--- config.mk ---
export PLATFORM = sky130hd
export DESIGN_NAME = objscan
export DESIGN_NICKNAME = d
export VERILOG_FILES = /design/src/rtl/objscan.sv
export SDC_FILE = /design/constraint.sdc
export NUM_CORES = 1
export LEC_CHECK = 0
export ABC_AREA = 0
export CAP_MARGIN = 20
export CORE_UTILIZATION = 35
export CTS_CLUSTER_SIZE = 14
export DETAILED_ROUTE_END_ITERATION = 8
export PLACE_DENSITY = 0.57
export SYNTH_ARGS = -nofsm -noshare
export SYNTH_HDL_FRONTEND = slang
export SYNTH_SLANG_ARGS = --single-unit
--- constraint.sdc ---
create_clock -name clk -period 6.01 [get_ports clk]
set_input_delay 1.202 -clock clk [delete_from_list [all_inputs] [get_ports clk]]
set_output_delay 1.202 -clock clk [all_outputs]
set_load 0.02 [all_outputs]
--- src/rtl/objscan.sv ---
// objscan: rectangular object hit scanner for a VGA pixel stream.
// Each object has shadow registers (written at any time) and active registers
// (loaded from the shadows on frame_start). Per-pixel hits, a lowest-index
// priority encode, and per-frame collision capture are produced from the
// active set.
module objscan #(
  parameter int NOBJ = 4,
  parameter int CW   = 10,
  parameter int SZW  = 6,
  parameter int SELW = 2
) (
  input  logic            clk,
  input  logic            reset_n,
  input  logic [CW-1:0]   screenx,
  input  logic [CW-1:0]   screeny,
  input  logic            video_active,
  input  logic            frame_start,
  input  logic            wr_en,
  input  logic [SELW-1:0] wr_sel,
  input  logic [CW-1:0]   wr_x,
  input  logic [CW-1:0]   wr_y,
  input  logic [SZW-1:0]  wr_w,
  input  logic [SZW-1:0]  wr_h,
  input  logic            wr_vis,
  output logic [NOBJ-1:0] obj_scan,
  output logic            pri_valid,
  output logic [SELW-1:0] pri_idx,
  output logic [NOBJ-1:0] coll,
  output logic            coll_irq
);

  // Shadow object registers (CPU-side copy)
  logic [CW-1:0]   sx_q   [NOBJ];
  logic [CW-1:0]   sy_q   [NOBJ];
  logic [SZW-1:0]  sw_q   [NOBJ];
  logic [SZW-1:0]  sh_q   [NOBJ];
  logic [NOBJ-1:0] svis_q;
  logic [CW-1:0]   sx_d   [NOBJ];
  logic [CW-1:0]   sy_d   [NOBJ];
  logic [SZW-1:0]  sw_d   [NOBJ];
  logic [SZW-1:0]  sh_d   [NOBJ];
  logic [NOBJ-1:0] svis_d;

  // Active object registers (used by the scanner)
  logic [CW-1:0]   ax_q   [NOBJ];
  logic [CW-1:0]   ay_q   [NOBJ];
  logic [SZW-1:0]  aw_q   [NOBJ];
  logic [SZW-1:0]  ah_q   [NOBJ];
  logic [NOBJ-1:0] avis_q;
  logic [CW-1:0]   ax_d   [NOBJ];
  logic [CW-1:0]   ay_d   [NOBJ];
  logic [SZW-1:0]  aw_d   [NOBJ];
  logic [SZW-1:0]  ah_d   [NOBJ];
  logic [NOBJ-1:0] avis_d;

  // Scan / priority / collision state
  logic [NOBJ-1:0] hit;
  logic [NOBJ-1:0] coll_term;
  logic [NOBJ-1:0] obj_scan_q, obj_scan_d;
  logic            pri_valid_q, pri_valid_d;
  logic [SELW-1:0] pri_idx_q, pri_idx_d;
  logic [NOBJ-1:0] coll_live_q, coll_live_d;
  logic [NOBJ-1:0] coll_q, coll_d;
  logic            coll_irq_q, coll_irq_d;

  // Shadow write and frame_start shadow-to-active transfer with write-through.
  // An index outside 0..NOBJ-1 never matches any object, so it is ignored.
  always_comb begin
    svis_d = svis_q;
    avis_d = avis_q;
    for (int i = 0; i < NOBJ; i++) begin
      sx_d[i] = sx_q[i];
      sy_d[i] = sy_q[i];
      sw_d[i] = sw_q[i];
      sh_d[i] = sh_q[i];
      ax_d[i] = ax_q[i];
      ay_d[i] = ay_q[i];
      aw_d[i] = aw_q[i];
      ah_d[i] = ah_q[i];
      if (wr_en && (wr_sel == SELW'(i))) begin
        sx_d[i]   = wr_x;
        sy_d[i]   = wr_y;
        sw_d[i]   = wr_w;
        sh_d[i]   = wr_h;
        svis_d[i] = wr_vis;
      end
      if (frame_start) begin
        ax_d[i]   = sx_d[i];
        ay_d[i]   = sy_d[i];
        aw_d[i]   = sw_d[i];
        ah_d[i]   = sh_d[i];
        avis_d[i] = svis_d[i];
      end
    end
  end

  // Per-object rectangle test; end coordinates are formed one bit wider so an
  // object running past the right/bottom edge is clipped instead of wrapping.
  for (genvar gi = 0; gi < NOBJ; gi++) begin : g_hit
    logic [CW:0] x_end;
    logic [CW:0] y_end;
    logic        in_x;
    logic        in_y;
    assign x_end = {1'b0, ax_q[gi]} + {{(CW + 1 - SZW){1'b0}}, aw_q[gi]};
    assign y_end = {1'b0, ay_q[gi]} + {{(CW + 1 - SZW){1'b0}}, ah_q[gi]};
    assign in_x  = (screenx >= ax_q[gi]) && ({1'b0, screenx} < x_end);
    assign in_y  = (screeny >= ay_q[gi]) && ({1'b0, screeny} < y_end);
    assign hit[gi] = avis_q[gi] & video_active & (aw_q[gi] != '0) &
                     (ah_q[gi] != '0) & in_x & in_y;
  end

  // Collision term: object i hits together with at least one other object
  always_comb begin
    coll_term = '0;
    for (int i = 0; i < NOBJ; i++) begin
      for (int j = 0; j < NOBJ; j++) begin
        if ((i != j) && hit[i] && hit[j]) begin
          coll_term[i] = 1'b1;
        end
      end
    end
  end

  // Priority encode (lowest index wins) and frame collision capture
  always_comb begin
    obj_scan_d  = hit;
    pri_valid_d = |hit;
    pri_idx_d   = '0;
    for (int i = NOBJ - 1; i >= 0; i--) begin
      if (hit[i]) begin
        pri_idx_d = SELW'(i);
      end
    end
    coll_d      = coll_q;
    coll_live_d = coll_live_q | coll_term;
    coll_irq_d  = 1'b0;
    if (frame_start) begin
      coll_d      = coll_live_q | coll_term;
      coll_live_d = '0;
      coll_irq_d  = |(coll_live_q | coll_term);
    end
  end

  // Object register file flops; reset makes every object invisible
  always_ff @(posedge clk) begin
    if (!reset_n) begin
      svis_q <= '0;
      avis_q <= '0;
      for (int i = 0; i < NOBJ; i++) begin
        sx_q[i] <= '0;
        sy_q[i] <= '0;
        sw_q[i] <= '0;
        sh_q[i] <= '0;
        ax_q[i] <= '0;
        ay_q[i] <= '0;
        aw_q[i] <= '0;
        ah_q[i] <= '0;
      end
    end else begin
      svis_q <= svis_d;
      avis_q <= avis_d;
      for (int i = 0; i < NOBJ; i++) begin
        sx_q[i] <= sx_d[i];
        sy_q[i] <= sy_d[i];
        sw_q[i] <= sw_d[i];
        sh_q[i] <= sh_d[i];
        ax_q[i] <= ax_d[i];
        ay_q[i] <= ay_d[i];
        aw_q[i] <= aw_d[i];
        ah_q[i] <= ah_d[i];
      end
    end
  end

  // Output and collision flops
  always_ff @(posedge clk) begin
    if (!reset_n) begin
      obj_scan_q  <= '0;
      pri_valid_q <= 1'b0;
      pri_idx_q   <= '0;
      coll_live_q <= '0;
      coll_q      <= '0;
      coll_irq_q  <= 1'b0;
    end else begin
      obj_scan_q  <= obj_scan_d;
      pri_valid_q <= pri_valid_d;
      pri_idx_q   <= pri_idx_d;
      coll_live_q <= coll_live_d;
      coll_q      <= coll_d;
      coll_irq_q  <= coll_irq_d;
    end
  end

  assign obj_scan  = obj_scan_q;
  assign pri_valid = pri_valid_q;
  assign pri_idx   = pri_idx_q;
  assign coll      = coll_q;
  assign coll_irq  = coll_irq_q;

endmodule
Word-level counts from Yosys, hierarchy flattened
Memory sizes are Yosys's and may differ from the RTL's.
Index checks and enable logic that the tools add are counted.

word-level totals
  register bits after elaboration = 24
  bits in writable memories = 256
  input bits = 60
  output and inout port bits = 12
  word-level logic and storage cells = 215
  memories = 8

memory list
  name             depth  width  rd ports  clocked after memory_dff  wr ports  line  RTL
  ax_q             4      10     4         0                         4         45    logic [CW-1:0] ax_q [NOBJ];
  ay_q             4      10     4         0                         4         46    logic [CW-1:0] ay_q [NOBJ];
  sx_q             4      10     4         0                         4         33    logic [CW-1:0] sx_q [NOBJ];
  sy_q             4      10     4         0                         4         34    logic [CW-1:0] sy_q [NOBJ];
  ah_q             4      6      4         0                         4         48    logic [SZW-1:0] ah_q [NOBJ];
  aw_q             4      6      4         0                         4         47    logic [SZW-1:0] aw_q [NOBJ];
  2 more memories  -      -      -         -                         -         -

operators by class
  add/subtract/negate cells = 8
  $lt $le $gt $ge = 16
  equality and inequality tests = 3
  multiplexer cells = 84
  bitwise operators = 54
  reductions and logical operators = 33

operators with widths
  cell                  count
  $mux W10              32
  $mux W6               32
  $add A10 B6 Y11       8
  $lt A10 B11 Y1        8
  $ge A10 B10 Y1        8
  $reduce_bool A6 Y1    8
  $or A1 B1 Y1          32
  $and A1 B1 Y1         20
  $logic_and A1 B1 Y1   18
  $mux W1               18
  $reduce_or A4 Y1      2
  $eq A2 B2 Y1 const B  2
  $mux W2               2
  $or A4 B4 Y4          1
  $reduce_or A2 Y1      2
  $reduce_or A3 Y1      1
  $eq A2 B1 Y1 const B  1
  $logic_not A2 Y1      1
  $reduce_and A2 Y1     1
  $not A1 Y1            1

Logic depth before layout (Yosys ltp)
Gate-level depths: netlist of the first run.
An unclocked memory read counts as a cell.

  depth after elaboration = 12
  depth in mapped cells = 18
  gate-level depth less buffers = 18

Least setup slack after synthesis of the first run
Ideal clock, no wire load.

  path kind = flip-flop to flip-flop
  start point = memory ay_q[2][0]
  end point = register coll_q[1] (netlist: coll[1])
  library setup time = 86 ps
  arrival = 3327 ps
  required time = 5924 ps
  path slack = 2597 ps
  stages on the path, launching flop included = 16
  buffers on the path = 0
  clock period less this slack = 3413 ps
  path through = dfxtp_1 > ha_1 > fa_1 > a211oi_1 > o21bai_1 > a21oi_1 > nor3_1 > xnor2_1 > ha_1 > a21o_1 > a21oi_1 > o2111ai_1 > o311a_1 > a211oi_1 > o32ai_1 > a211oi_1

RTL lines
  item                  line  RTL
  start, declared       46
  end signal, assigned  189   coll_q <= coll_d;
  end, declared         63    logic [NOBJ-1:0] coll_q, coll_d;

==> results.txt, run 1 <==
status = completed
mean post-synth cell area = 9.174 um2
WHS Endpoint = sh_q[0][3]
EDFF count, synth = 0
worst hold path stage count = 2
Tightest Pin Transition = 1035 ps
Root Buffer = clkbuf_16
detailed-route vias per instance = 5.046
placed insts = 2246
vias in the first global route = 11090
Post-CTS Setup Inserts = 0
RSZ-0062 raised after global routing = no
maxcap violations = 0
most frequent cells in the layout = nor2_1 (314), dfxtp_1 (280), ha_1 (200)
Final min period = 4117 ps
GR Util All Layers = 17.63%
H-tree levels = 1
final setup violation count = 0
Hold WC Path Type = register to register
Worst-Skew Late Latency = 560 ps
CTS tree = done
Final Hold Viols = 0
Synth async-reset ratio = 0%
number of remaining DRC errors = 0
Final HPWL DP = 28.24 mm
WP data arrival = 4530 ps
dpl ws = 1713 ps
full die area = 44350 um2
FF-to-FF Start = ay_q[0][0]
cell taking the most area after synthesis = dfxtp_1
Iter 0 DRT Violations = 639
Max Buffers Root-to-Sink = 3
Max-slew headroom = 30.98%
Mapped Area = 15230 um2
commonest non-fill, non-tap cell in the layout = nor2_1
Vias = 11600
total gr overflow = 0
Syn Nets = 1928
Area contributors post-synth = dfxtp_1 (37%), ha_1 (16%), mux2i_1 (8.7%), nor2_1 (7.7%), a211oi_1 (7.5%)
RR Endpoint = coll_irq
io pins = 72
top-area cell type share of the netlist area = 36.81%
required time worst endpoint = 6430 ps
YS warnings = 0
RePlAce Congestion = 0.9131
leakage power = 7.446 nW
Die W = 210.6 um
initial core utilization = 35.43%
Finished Layout Cells = 2298
row cnt = 76
Primary FF master, synth = dfxtp_1
Crit Path Max Fanout = 4
cts bufs inserted = 30
fin nets = 1961
final wirelength = 38.67 mm
first-pass GRT wire length = 62.28 mm
Min Hold Slack = 487.9 ps
Area Growth Syn to Fin = 14.59%
1st-pass router iterations = 5
worst clock skew = 11.22 ps
fin util = 40.60%
Mapped Cells = 1660
Final Cycle Share = 68.51%
cts hold-fix bufs = 0
# resized after CTS = 0
core box area = 42980 um2
register area share after synthesis = 36.81%
largest net degree at the start of global routing = 183
Clock Sinks = 280
Reg clk slew, reported paths = 70 ps
drt wl/cell = 16.83 um
Hold Path Origin = sh_q[0][3]
Worst setup SP type = register
input/output buffers = 71
Die Y-Extent = 210.6 um
antenna cells = 0
P per Cell Area = 264.3 nW/um2
maximum vdd ir drop = 183.3 uV
R2R depth = 14
Final ANT Viol Nets = 0
number of synthesized register bits = 280
synth unique cells = 50
Max Slew Vio Count = 0
share of cells above drive strength 1 = 3.853%
worst setup path class = register to register
Max Fclk = 0.2429 GHz
flop2flop setup slack = 1890 ps
initial antenna violation count = 1
PnR worst setup slack = 1893 ps
Fin Setup TNS = 0 ps
crit end category = register
sequential cells by signal, indices dropped and copies added, names as in the netlist:
register / cells
ah_q: 24
avis_q: 4
aw_q: 24
ax_q: 40
ay_q: 40
coll: 4
coll_irq: 1
coll_live_q: 4
obj_scan: 4
pri_idx: 2
pri_valid: 1
sh_q: 24
svis_q: 4
sw_q: 24
sx_q: 40
sy_q: 40
layer usage:
metal  GRT usage (%)  vias to the layer above  part of all wire [%]
li1                -                     6029                     -
met1           25.75                     5333                    52
met2           26.47                      182                    42
met3           2.771                       50                   4.2
met4           5.247                        2                   2.5
met5               0                        -                 0.041
synth_stat cells, types with 2 or more instances:
cell,instances
a41oi_1,2
or4_1,5
o32ai_1,2
a2111oi_0,2
and4_4,2
fa_1,8
dfxtp_1,280
nor4_1,4
o211ai_1,2
nand2b_1,11
a21o_1,35
xnor2_1,48
nand3b_1,2
buf_2,9
o32a_1,2
a211o_1,4
xor2_1,9
inv_1,92
a221o_1,5
o2111ai_1,9
nand3_1,18
ha_1,200
nor2b_1,14
o21ai_0,50
or3_1,2
clkbuf_1,67
o21bai_1,23
o21a_1,5
and3_1,6
a21oi_1,69
nor2_1,314
nor3_1,20
a211oi_1,153
nand2_1,20
nand4_1,8
a31oi_1,9
mux2i_1,132
o31ai_1,4
o41ai_2,2
cell families (layout without fill, tap and decap cells):
logic type,count (synthesis),in the layout,synth area share (%)
AOI/OAI and AO/OA,385,385,17.54
xor gates and xnor gates,57,57,3.278
adders and majority gates,208,208,17.48
buffers and inverters,169,222,4.240
DFF,280,280,36.81
muxes,132,132,8.676
and+or+nand+nor,429,429,11.97
worst max path at each step:
stage	slack, ps	from	cells after the start	to
global placement	1740	screeny[7]	7	coll_irq
finish	1890	ay_q[0][0]	14	coll_irq
detailed placement	1710	screenx[7]	7	coll_irq
global route	1510	ay_q[0][0]	14	coll_irq
floorplan	2600	ay_q[2][0]	15	coll[1]
CTS	1860	ay_q[0][0]	14	coll_irq
critical path: stages (launching register included):
cell and delay, ps:
dfxtp_1 330, ha_1 230, fa_1 420, a211oi_1 270, o21bai_1 150, a21oi_1 400, xnor2_1 140, ha_1 350
nand4_1 100, a21oi_1 270, o2111ai_1 170, a21oi_1 360, nor2_1 140, o32ai_1 460, a41oi_1 180
stage by stage:
step	cell area (um2)	total power [W]
6_report	17450	0.004612
5_1_grt	17450	0.004852
4_1_cts	17450	0.004668
3_5_place_dp	16470	0.002790
3_3_place_gp	16470	0.002768
2_1_floorplan	15230	0.002538
where the power goes:
group | total (W) | internal (W) | switching (W)
Combinational | 0.000734 | 0.000315 | 0.000419
Sequential | 0.00201 | 0.00194 | 0.0000740
Clock | 0.00186 | 0.00109 | 0.000771
Total | 0.00461 | 0.00335 | 0.00126
cell type report:
cell class	count	area (um2)
sequential	280	5605
clock buffer	37	818.3
multi-input combinational	1211	8987
timing repair buffer	77	784.5
fill	4308	25530
clock inverter	15	166.4
inverter	93	356.6
tap	585	732.0
Note: power is estimated with default switching activity, not from simulation.
==> inputs of run 2 (changes only) <==
==> constraint.sdc (replaced) <==
create_clock -name clk -period 3.9 [get_ports clk]
set_input_delay 0.78 -clock clk [delete_from_list [all_inputs] [get_ports clk]]
set_output_delay 0.78 -clock clk [all_outputs]
set_load 0.02 [all_outputs]
==> run 2 against run 1 <==
Compared with the run above:
- sequential cell count unchanged
- critical path type unchanged
- register-to-register slack worse by 1700 ps
- die area unchanged
- critical path depth unchanged
==> results.txt, run 2 (synthesized netlist as in run 1, its figures left out) <==
Met3 Wirelength = 1.460 mm
1st-pass router iterations = 5
cts hold-fix bufs = 0
crit path to = coll[0]
CTS tree = done
placed cell area = 16810 um2
GR Util All Layers = 18.08%
fin util = 41.85%
Final min period = 3681 ps
required time worst endpoint = 4380 ps
Max Fclk = 0.2716 GHz
number of remaining DRC errors = 0
final wirelength = 39.76 mm
core box area = 42980 um2
Worst setup SP type = register
register area = 5607 um2
flop2flop setup slack = 220 ps
Metal-1 WL = 20.51 mm
Fillers = 4252
Final Hold Viols = 0
Clock Sinks = 280
Root Buffer = clkbuf_16
detailed-route vias per instance = 5.074
CP Depth = 14
first-pass GRT wire length = 63.69 mm
Worst-Skew Late Latency = 570 ps
Max Slew Vio Count = 0
dpl ws = 99.08 ps
fin nets = 2000
maxcap violations = 0
Largest delay share family, worst path = compound AO/OA/AOI/OAI gates
maximum vdd ir drop = 248.1 uV
worst clock skew = 9.671 ps
drt wl/cell = 16.99 um
WP buf/inv = 0
initial core utilization = 35.43%
Tightest Pin Transition = 947.6 ps
full die area = 44350 um2
RR Endpoint = coll[0]
leakage power = 7.694 nW
share of cells above drive strength 1 = 7.635%
R2R depth = 14
Die Y-Extent = 210.6 um
critical path's slowest cell = fa_2
Max stage delay on crit path = 380 ps
Die W = 210.6 um
worst setup path class = register to register
vias in the first global route = 11470
status = completed
Final Cell Area = 17990 um2
commonest non-fill, non-tap cell in the layout = nor2_1
multi-input logic area = 9123 um2
Crit. Startpoint = ax_q[0][0]
crit end category = register
met2 wire length = 16.94 mm
final setup violation count = 0
initial antenna violation count = 0
io pins = 72
top layer used by detailed routing = met4
Finished Layout Cells = 2340
Vias = 11870
input/output buffers = 71
Crit Path Max Fanout = 4
CP Cell Sequence = ha_1, fa_2, a211oi_2, o21bai_1, a21oi_2, xnor2_1, ha_1, and4_1, a221o_1, a221oi_2, o2111ai_2, o21bai_1, o41ai_4, a211oi_1
Final Cycle Share = 94.39%
WP data arrival = 4160 ps
Min Hold Slack = 491.7 ps
Reg clk slew, reported paths = 60 ps
FF-to-FF Start = ax_q[0][0]
P per Cell Area = 403.4 nW/um2
Max-slew headroom = 36.64%
RePlAce Congestion = 0.9351
largest net degree at the start of global routing = 111
most frequent cells in the layout = nor2_1 (312), dfxtp_1 (279), ha_1 (200)
total gr overflow = 0
Iter 0 DRT Violations = 593
H-tree levels = 1
Area Growth Syn to Fin = 18.11%
Final HPWL DP = 30.03 mm
placed insts = 2284
cts bufs inserted = 30
PnR worst setup slack = 218.7 ps
antenna cells = 0
Final ANT Viol Nets = 0
Max Buffers Root-to-Sink = 3
row cnt = 76
Hold WC Path Type = register to register
-- run 2: cell count changes in the layout (fill, tap and decap cells not counted), moves of 4 or more --
| cell | previous run | this run |
|---|---|---|
| a211oi_1 | 153 | 149 |
| a211oi_2 | 1 | 5 |
| a21oi_1 | 69 | 58 |
| a21oi_2 | 0 | 11 |
| buf_12 | 2 | 7 |
| buf_4 | 4 | 38 |
| clkinvlp_4 | 2 | 6 |
-- run 2: how the worst min path moves through the flow --
stage / cells past startpoint / from / slack, ps / to
6_report: 2 / sx_q[0][5] / 490 / sx_q[0][5]
5_1_grt: 2 / sx_q[0][1] / 520 / sx_q[0][1]
4_1_cts: 2 / sw_q[0][1] / 500 / sw_q[0][1]
3_5_place_dp: 2 / sw_q[0][1] / 480 / sw_q[0][1]
3_3_place_gp: 2 / sx_q[0][6] / 470 / sx_q[0][6]
2_1_floorplan: 2 / sh_q[0][0] / 460 / sh_q[0][0]
-- run 2: layout make-up --
type / instances / area share, %
Clock buffer: 36 / 4.529
Tap cell: 585 / 4.070
Sequential cell: 280 / 31.17
Clock inverter: 19 / 1.190
Inverter: 93 / 1.983
Multi-Input combinational cell: 1211 / 50.72
Timing Repair Buffer: 116 / 6.337
-- run 2: per-layer routing --
| metal | vias to the layer above | track usage, % |
|---|---|---|
| met5 | - | 0 |
| li1 | 6098 | - |
| met3 | 55 | 2.428 |
| met2 | 170 | 28.06 |
| met4 | 0 | 4.698 |
| met1 | 5549 | 26.16 |
-- run 2: tightest hold or removal path, delay by kind of cell (launching register included) --
family / cells / cell delay, ps
flip-flops: 1 / 310
multiplexers: 1 / 70
AND/OR/NAND/NOR: 1 / 80
-- run 2: timing repair --
item,4_1_cts,5_1_grt
endpoints found under the hold margin,0,0
setup buffers,0,1
endpoints found under the setup margin,0,12
resized for setup,0,29
-- run 2: stage by stage --
stage / TNS (ps) / total power [W]
floorplan: 0 / 0.003911
global placement: 0 / 0.004300
detailed placement: 0 / 0.004339
CTS: 0 / 0.007307
global route: -12.38 / 0.007631
finish: 0 / 0.007256
-- run 2: power by group --
group | switching (W) | internal, W
combinational | 0.000671 | 0.000522
clock | 0.00120 | 0.00175
sequential | 0.000114 | 0.00299
==> inputs of run 3 (changes only) <==
--- a/config.mk
+++ b/config.mk
@@ -7,10 +7,10 @@
 export LEC_CHECK = 0
 export ABC_AREA = 0
 export CAP_MARGIN = 20
-export CORE_UTILIZATION = 35
+export CORE_UTILIZATION = 61
 export CTS_CLUSTER_SIZE = 14
 export DETAILED_ROUTE_END_ITERATION = 8
-export PLACE_DENSITY = 0.57
+export PLACE_DENSITY = 0.86
 export SYNTH_ARGS = -nofsm -noshare
 export SYNTH_HDL_FRONTEND = slang
 export SYNTH_SLANG_ARGS = --single-unit
==> run 3 against run 2 <==
Compared with the run above:
- worst setup slack got worse by 81 ps
- clock-buffer cell count increased by 4
- die area shrank 42%
- routed wire length rose by 0.40%
- first-iteration DRC count increased by 72%
- sequential power about the same
- clock power about the same
- clock skew rose by 1.0 ps
- maximum frequency fell by 2.1%
- sequential cell count did not move
- largest power group unchanged
==> results.txt, run 3 (synthesized netlist as in run 1, its figures left out) <==
dpl ws = 37.80 ps
Net Sw Power = 0.001959 W
maximum vdd ir drop = 411.2 uV
top layer used by detailed routing = met4
commonest non-fill, non-tap cell in the layout = nor2_1
cts hold-fix bufs = 0
1st-pass router iterations = 5
RePlAce Congestion = 0.9223
combinational share of power = 16.4%
cts bufs inserted = 29
placed insts = 2014
PnR worst setup slack = 138.0 ps
Area Growth Syn to Fin = 15.41%
RSZ-0062 raised after global routing = no
fin util = 72.05%
Crit Path Max Fanout = 3
Iter 0 DRT Violations = 1021
worst setup path class = register to register
Final Hold Viols = 0
Final min period = 3762 ps
number of remaining DRC errors = 0
Clock Sinks = 280
Final ANT Viol Nets = 0
maxcap violations = 0
Max Fclk = 0.2658 GHz
Max Slew Vio Count = 0
Max Buffers Root-to-Sink = 3
largest net degree at the start of global routing = 127
register area = 5613 um2
Worst-Skew Late Latency = 550 ps
Fin Setup TNS = 0 ps
Finished Layout Cells = 2068
Tightest Pin Transition = 865.8 ps
fin nets = 1991
initial antenna violation count = 0
Met3 Wirelength = 2.867 mm
full die area = 25600 um2
total gr overflow = 0
Final HPWL DP = 28.64 mm
H-tree levels = 1
first-pass GRT wire length = 63.58 mm
Die W = 160 um
input/output buffers = 71
Vias = 12570
drt wl/cell = 19.30 um
Metal-1 WL = 17.98 mm
Die Y-Extent = 160 um
Hold WC Path Type = register to register
initial core utilization = 62.43%
status = completed
Root Buffer = clkbuf_16
multi-input logic area = 9121 um2
antenna cells = 0
P per Cell Area = 414.8 nW/um2
Final Cycle Share = 96.46%
GR Util All Layers = 30.89%
final setup violation count = 0
crit end category = register
Worst setup SP type = register
worst clock skew = 10.69 ps
internal power = 0.005331 W
Sw Ratio = 26.87%
Reg clk slew, reported paths = 60 ps
row cnt = 57
core box area = 24390 um2
WP data arrival = 4220 ps
sequential share of power = 42.8%
most frequent cells in the layout = nor2_1 (312), dfxtp_1 (276), ha_1 (200)
Max-slew headroom = 41.75%
Clock Power Share = 40.8%
detailed-route vias per instance = 6.077
io pins = 72
final wirelength = 39.91 mm
CTS tree = done
met2 wire length = 17.75 mm
Fillers = 1783
share of cells above drive strength 1 = 7.110%
total power = 0.007290 W
vias in the first global route = 12330
leakage power = 7.652 nW
required time worst endpoint = 4360 ps
[run 3: cell types whose count changed in the layout (fill, tap and decap cells not counted), sizes merged]
cell,previous run,this run
bufinv,4,5
buf,45,37
clkbuf,37,41
clkinvlp,6,4
clkinv,8,2
[run 3: metal layers]
metal  track usage, %  vias to the layer above
li1                 -                     6084
met1            42.26                     5984
met2            49.03                      401
met3            4.597                       98
met4            12.08                        0
met5                0                        -
[run 3: power by group through the flow]
stage | registers [W] | logic [W] | clock network, W
2_1_floorplan | 0.00312 | 0.000790 | 0
3_3_place_gp | 0.00317 | 0.00109 | 0
3_5_place_dp | 0.00317 | 0.00115 | 0
4_1_cts | 0.00311 | 0.00117 | 0.00299
5_1_grt | 0.00313 | 0.00133 | 0.00312
6_report | 0.00312 | 0.00120 | 0.00297
[run 3: what timing repair did]
action | 4_1_cts | 5_1_grt
gates resized for setup | 2 | 29
pin swaps | 1 | 10
setup buffers | 0 | 2
setup endpoints to repair | 2 | 13
[run 3: stage by stage]
step | cell area, um2 | hold WS (ps)
after detailed placement | 16380 | 480.4
final | 17570 | 491.6
after global placement | 16380 | 468.4
after global routing | 17570 | 514.4
after CTS | 17430 | 497.2
after floorplan | 15230 | 456.4
[run 3: path summary, 6_finish.rpt]
check / start / to / slack, ps / depth (start not counted)
setup / recovery: ay_q[2][0] / coll[3] / 140 / 16
hold / removal: sh_q[1][2] / sh_q[1][2] / 490 / 2
hold reg to reg: sh_q[1][2] / sh_q[1][2] / 490 / 2
setup reg to reg: ay_q[2][0] / coll[3] / 140 / 16
[run 3: final cells by class]
class                   count  share of cell area (%)
inverters                  93                   2.029
clock buffers              40                   4.763
flip-flops and latches    280                   31.94
well taps                 324                   2.307
multi-input cells        1211                   51.90
repair buffers            108                   5.931
clock inverters            12                   1.132
[run 3: critical path, stage by stage, from the launching register on]
cell	delay, ps
dfxtp_1	330
ha_1	230
fa_1	450
a211oi_2	280
o21bai_1	130
a21oi_2	150
nor3_1	70
xnor2_1	130
ha_1	310
a21o_1	180
a21oi_2	190
o2111ai_1	140
o311a_1	220
a211o_1	320
o21bai_1	170
o32ai_2	120
a211oi_1	250
